**src/rtl/inst_fetch_sequencer_pkg.sv**
```systemverilog
`default_nettype none
// ============================================================================
// Module  : inst_fetch_sequencer_pkg
// Brief   : Shared types and constants for the byte-serial instruction fetcher.
// Revision: 1.0
// ============================================================================
package inst_fetch_sequencer_pkg;

    typedef enum logic [1:0] {
        FETCH = 2'd0,
        HOLD  = 2'd1,
        FAULT = 2'd2
    } fetch_state_t;

    typedef logic [2:0] byte_cnt_t;

    localparam logic [31:0] c_nop_inst       = 32'h0000_0013;
    localparam int          c_bytes_per_inst = 4;

endpackage : inst_fetch_sequencer_pkg
`default_nettype wire

```
**src/rtl/inst_fetch_sequencer_if.sv**
```systemverilog
`default_nettype none
// ============================================================================
// Module  : inst_fetch_sequencer_if
// Brief   : Memory, redirect and core handshake signals of the fetch sequencer.
// Revision: 1.0
// ============================================================================
interface inst_fetch_sequencer_if #(
    parameter int ADDR_W = 64
);
    logic              Mem_Rd_En;
    logic [ADDR_W-1:0] Byte_Address;
    logic [7:0]        Byte_Data;
    logic              Branch_Taken;
    logic [ADDR_W-1:0] Branch_Target;
    logic              Inst_Ready;
    logic              Inst_Valid;
    logic [31:0]       Instruction;
    logic [ADDR_W-1:0] Inst_PC;
    logic              Fetch_Fault;

    modport master (
        output Mem_Rd_En, Byte_Address, Inst_Valid, Instruction, Inst_PC, Fetch_Fault,
        input  Byte_Data, Branch_Taken, Branch_Target, Inst_Ready
    );

    modport slave (
        input  Mem_Rd_En, Byte_Address, Inst_Valid, Instruction, Inst_PC, Fetch_Fault,
        output Byte_Data, Branch_Taken, Branch_Target, Inst_Ready
    );
endinterface : inst_fetch_sequencer_if
`default_nettype wire

```
**src/rtl/inst_fetch_sequencer_assembler.sv**
```systemverilog
`default_nettype none
// ============================================================================
// Module  : inst_byte_assembler
// Brief   : Collects four little-endian bytes, indexed by the fetch counter.
// Revision: 1.0
// ============================================================================
module inst_byte_assembler
    import inst_fetch_sequencer_pkg::*;
(
    input  wire logic        clk,
    input  wire logic        rst,
    input  wire logic        i_flush,
    input  wire logic        i_capture,
    input  wire byte_cnt_t   i_cnt,
    input  wire logic [7:0]  i_byte,
    output logic      [31:0] o_word
);
    logic [31:0] r_word;
    logic        w_capture_ok;
    logic [1:0]  w_lane;

    // Data for the read issued at cnt-1 arrives while cnt is current.
    assign w_capture_ok = i_capture && (i_cnt != 3'd0) && (i_cnt <= 3'd4);
    assign w_lane       = 2'(i_cnt - 3'd1);

    always_ff @(posedge clk) begin
        if (rst || i_flush) begin
            r_word <= '0;
        end else if (w_capture_ok) begin
            r_word[{w_lane, 3'b000} +: 8] <= i_byte;
        end
    end

    // Word including the byte arriving this cycle, so the top can load at cnt=4.
    always_comb begin
        o_word = r_word;
        if (w_capture_ok) begin
            o_word[{w_lane, 3'b000} +: 8] = i_byte;
        end
    end

endmodule : inst_byte_assembler
`default_nettype wire

```
**src/rtl/inst_fetch_sequencer.sv**
```systemverilog
`default_nettype none
// ============================================================================
// Module  : inst_fetch_sequencer
// Brief   : Walks the PC, reads four bytes per instruction and presents the
//           assembled word to the core; handles redirects and fetch faults.
// Revision: 1.0
// ============================================================================
module inst_fetch_sequencer
    import inst_fetch_sequencer_pkg::*;
#(
    parameter int                ADDR_W    = 64,
    parameter logic [ADDR_W-1:0] RESET_PC  = '0,
    parameter int unsigned       MEM_BYTES = 132
) (
    input  wire logic              clk,
    input  wire logic              reset,
    inst_fetch_sequencer_if.master bus
);
    fetch_state_t      r_state, w_state_n;
    byte_cnt_t         r_cnt, w_cnt_n;
    logic [ADDR_W-1:0] r_pc, w_pc_n;
    logic [ADDR_W-1:0] w_pc_plus4;
    logic [31:0]       r_instr;
    logic [ADDR_W-1:0] r_inst_pc;
    logic [31:0]       w_word;
    logic              w_load;
    logic              w_flush;

    // Evaluated one bit wider so an address near the top of the space cannot wrap into range.
    function automatic logic in_range(input logic [ADDR_W-1:0] addr);
        logic [ADDR_W:0] last;
        last = {1'b0, addr} + (ADDR_W+1)'(3);
        return last < (ADDR_W+1)'(MEM_BYTES);
    endfunction

    assign w_pc_plus4 = r_pc + ADDR_W'(c_bytes_per_inst);

    always_ff @(posedge clk) begin
        if (reset) begin
            r_state   <= FETCH;
            r_cnt     <= '0;
            r_pc      <= RESET_PC;
            r_instr   <= '0;
            r_inst_pc <= RESET_PC;
        end else begin
            r_state <= w_state_n;
            r_cnt   <= w_cnt_n;
            r_pc    <= w_pc_n;
            if (w_load) begin
                r_instr   <= w_word;
                r_inst_pc <= r_pc;
            end
        end
    end

    always_comb begin
        w_state_n = r_state;
        w_cnt_n   = r_cnt;
        w_pc_n    = r_pc;
        w_load    = 1'b0;
        w_flush   = 1'b0;
        case (r_state)
            FAULT: begin
                w_state_n = FAULT;
            end
            default: begin
                // A redirect overrides both byte progress and a pending handshake.
                if (bus.Branch_Taken) begin
                    if ((bus.Branch_Target[1:0] != 2'b00) || !in_range(bus.Branch_Target)) begin
                        w_state_n = FAULT;
                    end else begin
                        w_pc_n    = bus.Branch_Target;
                        w_cnt_n   = '0;
                        w_flush   = 1'b1;
                        w_state_n = FETCH;
                    end
                end else if (r_state == FETCH) begin
                    if (r_cnt == 3'd4) begin
                        w_load    = 1'b1;
                        w_state_n = HOLD;
                    end else begin
                        w_cnt_n = r_cnt + 3'd1;
                    end
                end else if (bus.Inst_Ready) begin
                    w_pc_n    = w_pc_plus4;
                    w_cnt_n   = '0;
                    w_flush   = 1'b1;
                    w_state_n = in_range(w_pc_plus4) ? FETCH : FAULT;
                end
            end
        endcase
    end

    inst_byte_assembler u_assembler (
        .clk       (clk),
        .rst       (reset),
        .i_flush   (w_flush),
        .i_capture (r_state == FETCH),
        .i_cnt     (r_cnt),
        .i_byte    (bus.Byte_Data),
        .o_word    (w_word)
    );

    assign bus.Mem_Rd_En    = !reset && (r_state == FETCH) && (r_cnt < 3'd4);
    assign bus.Byte_Address = r_pc + ADDR_W'(r_cnt);
    assign bus.Inst_Valid   = (r_state == HOLD);
    assign bus.Instruction  = r_instr;
    assign bus.Inst_PC      = r_inst_pc;
    assign bus.Fetch_Fault  = (r_state == FAULT);

endmodule : inst_fetch_sequencer
`default_nettype wire

```
**src/flat_wrapper.sv**
```systemverilog
// flat-port wrapper written by rule: the top's interface ports become plain ports
module inst_fetch_sequencer_flat import inst_fetch_sequencer_pkg::*;
#(
    parameter int                ADDR_W    = 64,
    parameter logic [ADDR_W-1:0] RESET_PC  = '0,
    parameter int unsigned       MEM_BYTES = 132
)
  (clk, reset, bus_Mem_Rd_En, bus_Byte_Address, bus_Inst_Valid, bus_Instruction, bus_Inst_PC, bus_Fetch_Fault, bus_Byte_Data, bus_Branch_Taken, bus_Branch_Target, bus_Inst_Ready);
  inst_fetch_sequencer_if #(.ADDR_W(ADDR_W)) bus_i ();
  input  wire logic clk;
  input  wire logic reset;
  output wire logic [$bits(bus_i.Mem_Rd_En)-1:0] bus_Mem_Rd_En;
  output wire logic [$bits(bus_i.Byte_Address)-1:0] bus_Byte_Address;
  output wire logic [$bits(bus_i.Inst_Valid)-1:0] bus_Inst_Valid;
  output wire logic [$bits(bus_i.Instruction)-1:0] bus_Instruction;
  output wire logic [$bits(bus_i.Inst_PC)-1:0] bus_Inst_PC;
  output wire logic [$bits(bus_i.Fetch_Fault)-1:0] bus_Fetch_Fault;
  input wire logic [$bits(bus_i.Byte_Data)-1:0] bus_Byte_Data;
  input wire logic [$bits(bus_i.Branch_Taken)-1:0] bus_Branch_Taken;
  input wire logic [$bits(bus_i.Branch_Target)-1:0] bus_Branch_Target;
  input wire logic [$bits(bus_i.Inst_Ready)-1:0] bus_Inst_Ready;
  assign bus_Mem_Rd_En = bus_i.Mem_Rd_En;
  assign bus_Byte_Address = bus_i.Byte_Address;
  assign bus_Inst_Valid = bus_i.Inst_Valid;
  assign bus_Instruction = bus_i.Instruction;
  assign bus_Inst_PC = bus_i.Inst_PC;
  assign bus_Fetch_Fault = bus_i.Fetch_Fault;
  assign bus_i.Byte_Data = bus_Byte_Data;
  assign bus_i.Branch_Taken = bus_Branch_Taken;
  assign bus_i.Branch_Target = bus_Branch_Target;
  assign bus_i.Inst_Ready = bus_Inst_Ready;
  inst_fetch_sequencer #(.ADDR_W(ADDR_W), .RESET_PC(RESET_PC), .MEM_BYTES(MEM_BYTES)) u_core (.clk(clk), .reset(reset), .bus(bus_i));
endmodule
```
**config.mk**
```make
export PLATFORM = sky130hd
export DESIGN_NAME = inst_fetch_sequencer_flat
export DESIGN_NICKNAME = d
export VERILOG_FILES = /design/src/rtl/inst_fetch_sequencer_pkg.sv /design/src/rtl/inst_fetch_sequencer_if.sv /design/src/rtl/inst_fetch_sequencer_assembler.sv /design/src/rtl/inst_fetch_sequencer.sv /design/src/flat_wrapper.sv
export SDC_FILE = /design/constraint.sdc
export NUM_CORES = 1
export LEC_CHECK = 0
export CORE_MARGIN = 2
export CORE_UTILIZATION = 49
export CTS_CLUSTER_DIAMETER = 40
export DETAILED_ROUTE_END_ITERATION = 8
export HOLD_SLACK_MARGIN = 0.15
export PLACE_DENSITY = 0.84
export SLEW_MARGIN = 20
export SYNTH_ARGS = -nofsm -noshare
export SYNTH_HDL_FRONTEND = slang
export SYNTH_HIERARCHICAL = 1
export SYNTH_SLANG_ARGS = --single-unit
```
**constraint.sdc**
```tcl
create_clock -name clk -period 5.1 [get_ports clk]
set_clock_uncertainty 0.2 [all_clocks]
set_input_delay 1.02 -clock clk [delete_from_list [all_inputs] [get_ports clk]]
set_output_delay 1.02 -clock clk [all_outputs]
set_load 0.005 [all_outputs]
```
== Word level (Yosys, flattened, before mapping) ==
Cells that the tools add are included.

* Bits in registers: 197
* Latch bits: 0
* RAM bits: 0
* ROM bits: 0
* Input port bits: 76
* Output and inout port bits: 163
* Word-level logic and storage cells: 75
* Memories kept: 0

* $add $sub $neg: 7
* Multiply operators: 0
* Divide/modulo/power cells: 0
* $lt $le $gt $ge: 4
* Eq/ne operators: 8
* Shifts and indexed selects: 2
* Mux-type cells: 27
* Bitwise operators: 1
* Reduce and logical (&&, ||, !) cells: 19

{| class="wikitable"
|+ Operators with widths
! kind !! count
|-
| two-way mux 64 bit || 4
|-
| adder 64 x 2 -> 65 bit (second input constant) || 2
|-
| less-than comparator 65 x 8 -> 1 bit (second input constant) || 2
|-
| adder 64 x 3 -> 64 bit || 1
|-
| adder 64 x 3 -> 64 bit (second input constant) || 1
|-
| bitwise mux 32 bit || 1
|-
| two-way mux 32 bit || 1
|-
| variable shift 8 x 7 -> 32 bit (first input constant) || 1
|-
| variable part select 8 x 7 -> 32 bit || 1
|-
| two-way mux 3 bit || 5
|-
| two-way mux 2 bit || 7
|-
| two-way mux 1 bit || 9
|-
| AND reduction 4 bit || 2
|-
| negation 5 -> 7 bit || 1
|-
| nonzero test 3 bit || 2
|-
| logical AND 1 bit || 4
|-
| != test 2 bit (second input constant) || 2
|-
| != test 4 x 3 -> 1 bit (second input constant) || 1
|-
| AND reduction 2 bit || 2
|-
| nonzero test 2 bit || 2
|-
| nonzero test 4 bit || 1
|-
| adder 3 x 1 -> 3 bit (second input constant) || 1
|-
| == test 3 bit (second input constant) || 1
|-
| <= comparator 3 bit (second input constant) || 1
|-
| 11 further kinds || 13
|}

== Logic depth before layout (Yosys ltp) ==
* Depth in word-level cells: 8
* Gate-level depth with buffers: 17
* Mapped depth without buffers: 14

== Cells and area by module ==
Netlist, hierarchy kept.

{| class="wikitable"
|+ Modules (own cells, without submodules)
! module !! instances !! cells an instance !! area each (sq um) !! sequential area each (sq um)
|-
| inst_fetch_sequencer || 1 || 1,743 || 12,294.3 || 3,303.2
|-
| inst_byte_assembler || 1 || 198 || 1,621.6 || 640.6
|}

== Worst setup path after synthesis ==
OpenSTA, ideal clock, no wires.

* Path type: input to register
* From: input bus_Branch_Target[3]
* To: register u_core.u_assembler.r_word[0]
* Library setup time: 0.132 ns
* Data arrival time: 4.774 ns
* Required time: 4.768 ns
* Slack: -0.006 ns
* Stages on the path: 16
* Path buffers: 5
* Cell sequence: nand4_1 or4_1 clkbuf_1 nor4b_4 nand4_1 mux2i_1 o211ai_1 or4_1 o41ai_2 a21boi_1 buf_4 buf_2 or2_2 clkbuf_1 clkbuf_1 a21oi_1

* Longest elaborated chain between the ends: 8

{| class="wikitable"
|+ Ends and longest elaborated chain
! item !! line !! text
|-
| start: declaration || flat_wrapper.sv:20 || <nowiki>input wire logic [$bits(bus_i.Branch_Target)-1:0] bus_Branch_Target;</nowiki>
|-
| adder 64 x 2 -> 65 bit || inst_fetch_sequencer.sv:32 || <nowiki>last = {1'b0, addr} + (ADDR_W+1)'(3);</nowiki>
|-
| less-than comparator 65 x 8 -> 1 bit || inst_fetch_sequencer.sv:33 || <nowiki>return last < (ADDR_W+1)'(MEM_BYTES);</nowiki>
|-
| logical NOT 1 bit || inst_fetch_sequencer.sv:69 || <nowiki>if ((bus.Branch_Target[1:0] != 2'b00) || !in_range(bus.Branch_Target)) begin</nowiki>
|-
| logical OR 1 bit || inst_fetch_sequencer.sv:69 ||
|-
| two-way mux 1 bit || inst_fetch_sequencer.sv:69 ||
|-
| two-way mux 1 bit || inst_fetch_sequencer.sv:68 || <nowiki>if (bus.Branch_Taken) begin</nowiki>
|-
| two-way mux 1 bit || inst_fetch_sequencer.sv:62 || <nowiki>case (r_state)</nowiki>
|-
| net u_core.w_flush || inst_fetch_sequencer.sv:27 || <nowiki>logic w_flush;</nowiki>
|-
| logical OR 1 bit || inst_fetch_sequencer_assembler.sv:27 || <nowiki>if (rst || i_flush) begin</nowiki>
|-
| end signal: indexed assignment || inst_fetch_sequencer_assembler.sv:30 || <nowiki>r_word[{w_lane, 3'b000} +: 8] <= i_byte;</nowiki>
|-
| end: declaration || inst_fetch_sequencer_assembler.sv:18 || <nowiki>logic [31:0] r_word;</nowiki>
|}

The timed path passes the listed nets, and every way through them passes these cells.
A chain may end at the register's enable or synchronous reset.

== Worst setup path in the final report ==
* From: input bus_Branch_Target[0]
* To: register u_core.u_assembler.r_word[10]

* Longest elaborated chain between the ends: 8
* Elaborated cells on any way between the ends: 9
* Classes of those cells: add/sub: 1; order compare: 1; mux: 3; reduce/logical: 4

{| class="wikitable"
|+ Ends and longest elaborated chain
! item !! line
|-
| adder 64 x 2 -> 65 bit || inst_fetch_sequencer.sv:32
|-
| less-than comparator 65 x 8 -> 1 bit || inst_fetch_sequencer.sv:33
|-
| logical NOT 1 bit || inst_fetch_sequencer.sv:69
|-
| logical OR 1 bit (*) || inst_fetch_sequencer.sv:69
|-
| two-way mux 1 bit (*) || inst_fetch_sequencer.sv:69
|-
| two-way mux 1 bit (*) || inst_fetch_sequencer.sv:68
|-
| two-way mux 1 bit (*) || inst_fetch_sequencer.sv:62
|-
| logical OR 1 bit (*) || inst_fetch_sequencer_assembler.sv:27
|}

Every way passes the cells marked *; elsewhere a longest branch is shown, timed or not.

==> results.ini <==
[critical_path]
critical_path.cell_chain=clkdlybuf4s50_1 > o211ai_1 > buf_4 > nor3_1 > or4_1 > a2111oi_1 > and4_1 > nand4_1 > or4_4 > o41ai_2 > buf_4 > a21boi_4 > buf_6 > buf_12 > or2_4 > buf_12 > clkbuf_16 > a21oi_1
worstSetupPathType=in -> reg
worstPathRequired_ns=5.24
rr_worst_depth=17
r2r_setup_slack_ns=0.19
critPathCaptureType=flop
slowest_delay_ns=0.44
worstPathArrival_ns=5.15
cpMaxStageDelayCell=clkdlybuf4s50_1
critPathMaxFanout=8
r2r_end=u_core/r_state[1]$_SDFFE_PP0P_
critPathLaunchType=input port
r2r_start=u_core/r_pc[2]$_SDFFE_PP0N_

[timing]
maxSlewHeadroom_pct=34.5
worst_slew_pin_slew_ns=0.982
holdWs_ns=0.257
fmax_mhz=200
rsz0062_at_grt=true
fin_ws_ns=0.0911
finalHoldViolations=0
fin_crit_ns=5.01
finalCritPeriodShare_pct=98.2
tns_ns=0
finalSetupViolCount=0
drv_slew=0

[die]
die_area_sq_mm=0.0298
dieHeight_microns=173
initial_core_util_pct=50.0
num_rows=61
io_pins=239
coreArea_sq_mm=0.0279
die_x_microns=173

[synthesis]
ys_top_cells_by_count=nand2_1, dfxtp_1, nor2_1
ys_warn_count=6
synth_top_area_share_pct=28.3
synthesis.nets=2031
yosys.area.top_type=dfxtp_1
synth_seq_area_share_pct=28.3
ys.flop_type=dfxtp_1
yosysMostFrequentCell=nand2_1
synth.area.top_cells=dfxtp_1, nand2_1, a21oi_1
postSynthCellCount=1941
syn_area_sq_mm=0.0139
ys_types=89
ys_async_sr_fraction_pct=0
synth_edf_count=0
synth_seq_cells=197
syn_area_per_cell_sq_um=7.17

[global_routing]
grt_max_degree=97
grt.overflow.total=0
grt_first_pass_wirelength_microns=92100
grt_usage_pct=39.2
grt_pass1_vias=16087
antenna_found_initial=0

[cts]
cts_buffers=17
cts_tree=yes
clk_pin_slew_ns=0.08
hold_buffers=0
htreeDepth=4
cts_buffer_depth=2
ctsRootBufferMaster=clkbuf_16
cts_num_sinks=197
clock_latency_ns=0.47

[route]
via_per_inst=6.34
first_pass_iters=8
vias=17148
wl_microns=61300
top_layer=met4
antenna_left=0
met1_length_microns=23800
drt-initial-drc-count=2404
wl_per_cell_microns=22.7
drc=0
wl_met2_microns=27200
routed-wl-met3_microns=6930

[pwr]
peakVddDrop_mv=0.195
finalPower_mw=3.78
powerDensity_mw_per_mm2=198
leakagePower_nw=7.06

[finish]
n_antenna_cell=0
finalNonFillerCells=2706
design_area_sq_mm=0.0191
utilization_pct=68.7
layout-drive-gt1-share_pct=17.1
nets=2405
area_growth_pct=37.5

[min_path]
min_path_type=reg -> reg
hp-start=u_core/bus.Instruction[18]$_SDFFE_PP0P_
hold_end=u_core/bus.Instruction[18]$_SDFFE_PP0P_
min_path_cells=2

[placed_design]
place_area_sq_mm=0.0179
gp_congestion=1.11
placed_cells=2640
dpl.hpwl_microns=45800
pre_cts_ws_ns=-0.820
port_buffers=238

[outcome]
status=complete, no violations

[job]
cap_violations=0

==> cells by family after synthesis <==
kind of cell,after synthesis,synth area share [%]
xor+xnor,131,8.35
flops,197,28.3
mux,54,3.94
compound gates,396,17.0
fa+ha+maj,14,1.31
buf+inv,168,5.70
simple gates,981,35.4
==> report_power, final <==
| part | total [mW] | internal (mW) | leakage (nW) | switching [mW] |
|---|---|---|---|---|
| registers | 1.61 | 1.56 | 1.59 | 0.0517 |
| clock network | 1.40 | 0.659 | 0.273 | 0.741 |
| logic | 0.769 | 0.341 | 5.20 | 0.429 |
==> registers in the layout, indices dropped and copies added (netlist names) <==
register                   flops
u_core/bus.Instruction        32
u_core/u_assembler/r_word     32
u_core/r_pc                   64
u_core/bus.Inst_PC            64
u_core/r_state                 2
u_core/r_cnt                   3
==> layer usage <==
layer | global-route usage [%] | up-vias
met5 | 0 | -
met4 | 19.8 | 0
met3 | 8.97 | 247
met2 | 62.0 | 1179
met1 | 50.2 | 8011
li1 | - | 7711
==> critical path: cells and delay by family <==
| family | cells | cell delay [ns] |
|---|---|---|
| AO/OA/AOI/OAI | 5 | 1.30 |
| buffers and inverters | 7 | 1.31 |
| AND/OR/NAND/NOR | 6 | 1.49 |
==> layout make-up <==
type	instances	area, sq um
well taps	378	473
multi-input cells	1576	9420
flip-flops and latches	197	3950
fillers	2318	8730
clock buffers	17	425
repair buffers	504	4640
clock inverters	15	156
inverters	19	71.3
==> worst max-delay path by stage <==
stage	depth (start not counted)	slack (ns)	start	to
floorplan	16	0.004	bus_Branch_Target[3]	u_core/u_assembler/r_word[10]$_SDFF_PP0_
global placement	16	-0.68	bus_Branch_Target[3]	u_core/u_assembler/r_word[0]$_SDFF_PP0_
detailed placement	16	-0.82	bus_Branch_Target[5]	u_core/u_assembler/r_word[13]$_SDFF_PP0_
CTS	18	-0.03	u_core/r_pc[0]$_SDFFE_PP0P_	bus_Byte_Address[62]
global route	18	-0.05	u_core/r_cnt[0]$_SDFFE_PP0P_	bus_Byte_Address[58]
finish	18	0.09	bus_Branch_Target[0]	u_core/u_assembler/r_word[10]$_SDFF_PP0_
==> cells in the final DEF, fill, tap and decap left out, drive strengths merged, types with 5 or more instances in the layout <==
master and n:
clkbuf 26, o211ai 8, nand2b 6, xnor2 80, dfxtp 197, nand3 61
nor4 37, xor2 51, a211oi 5, nor4b 6, dlymetal6s2s 8, a2111oi 8
or3 33, clkdlybuf4s50 215, o31ai 24, mux2i 48, and3 20, dlygate4sd2 7
a22oi 29, ha 13, and4 12, nand4 119, or2 13, o41ai 5
nor2 159, mux2 6, inv 27, buf 264, a21oi 154, nand2 393
a31oi 8, nor3 49, or4 27, o21ai 116, and2 22
==> what timing repair did <==
action / CTS / global route
gates resized for setup: 46 / 54
setup endpoints to repair: 122 / 117
pin swaps: 17 / 23
cloned: 4 / 4
buffers inserted: 17 / 9
No activity file was read; power rests on OpenSTA's default activity.
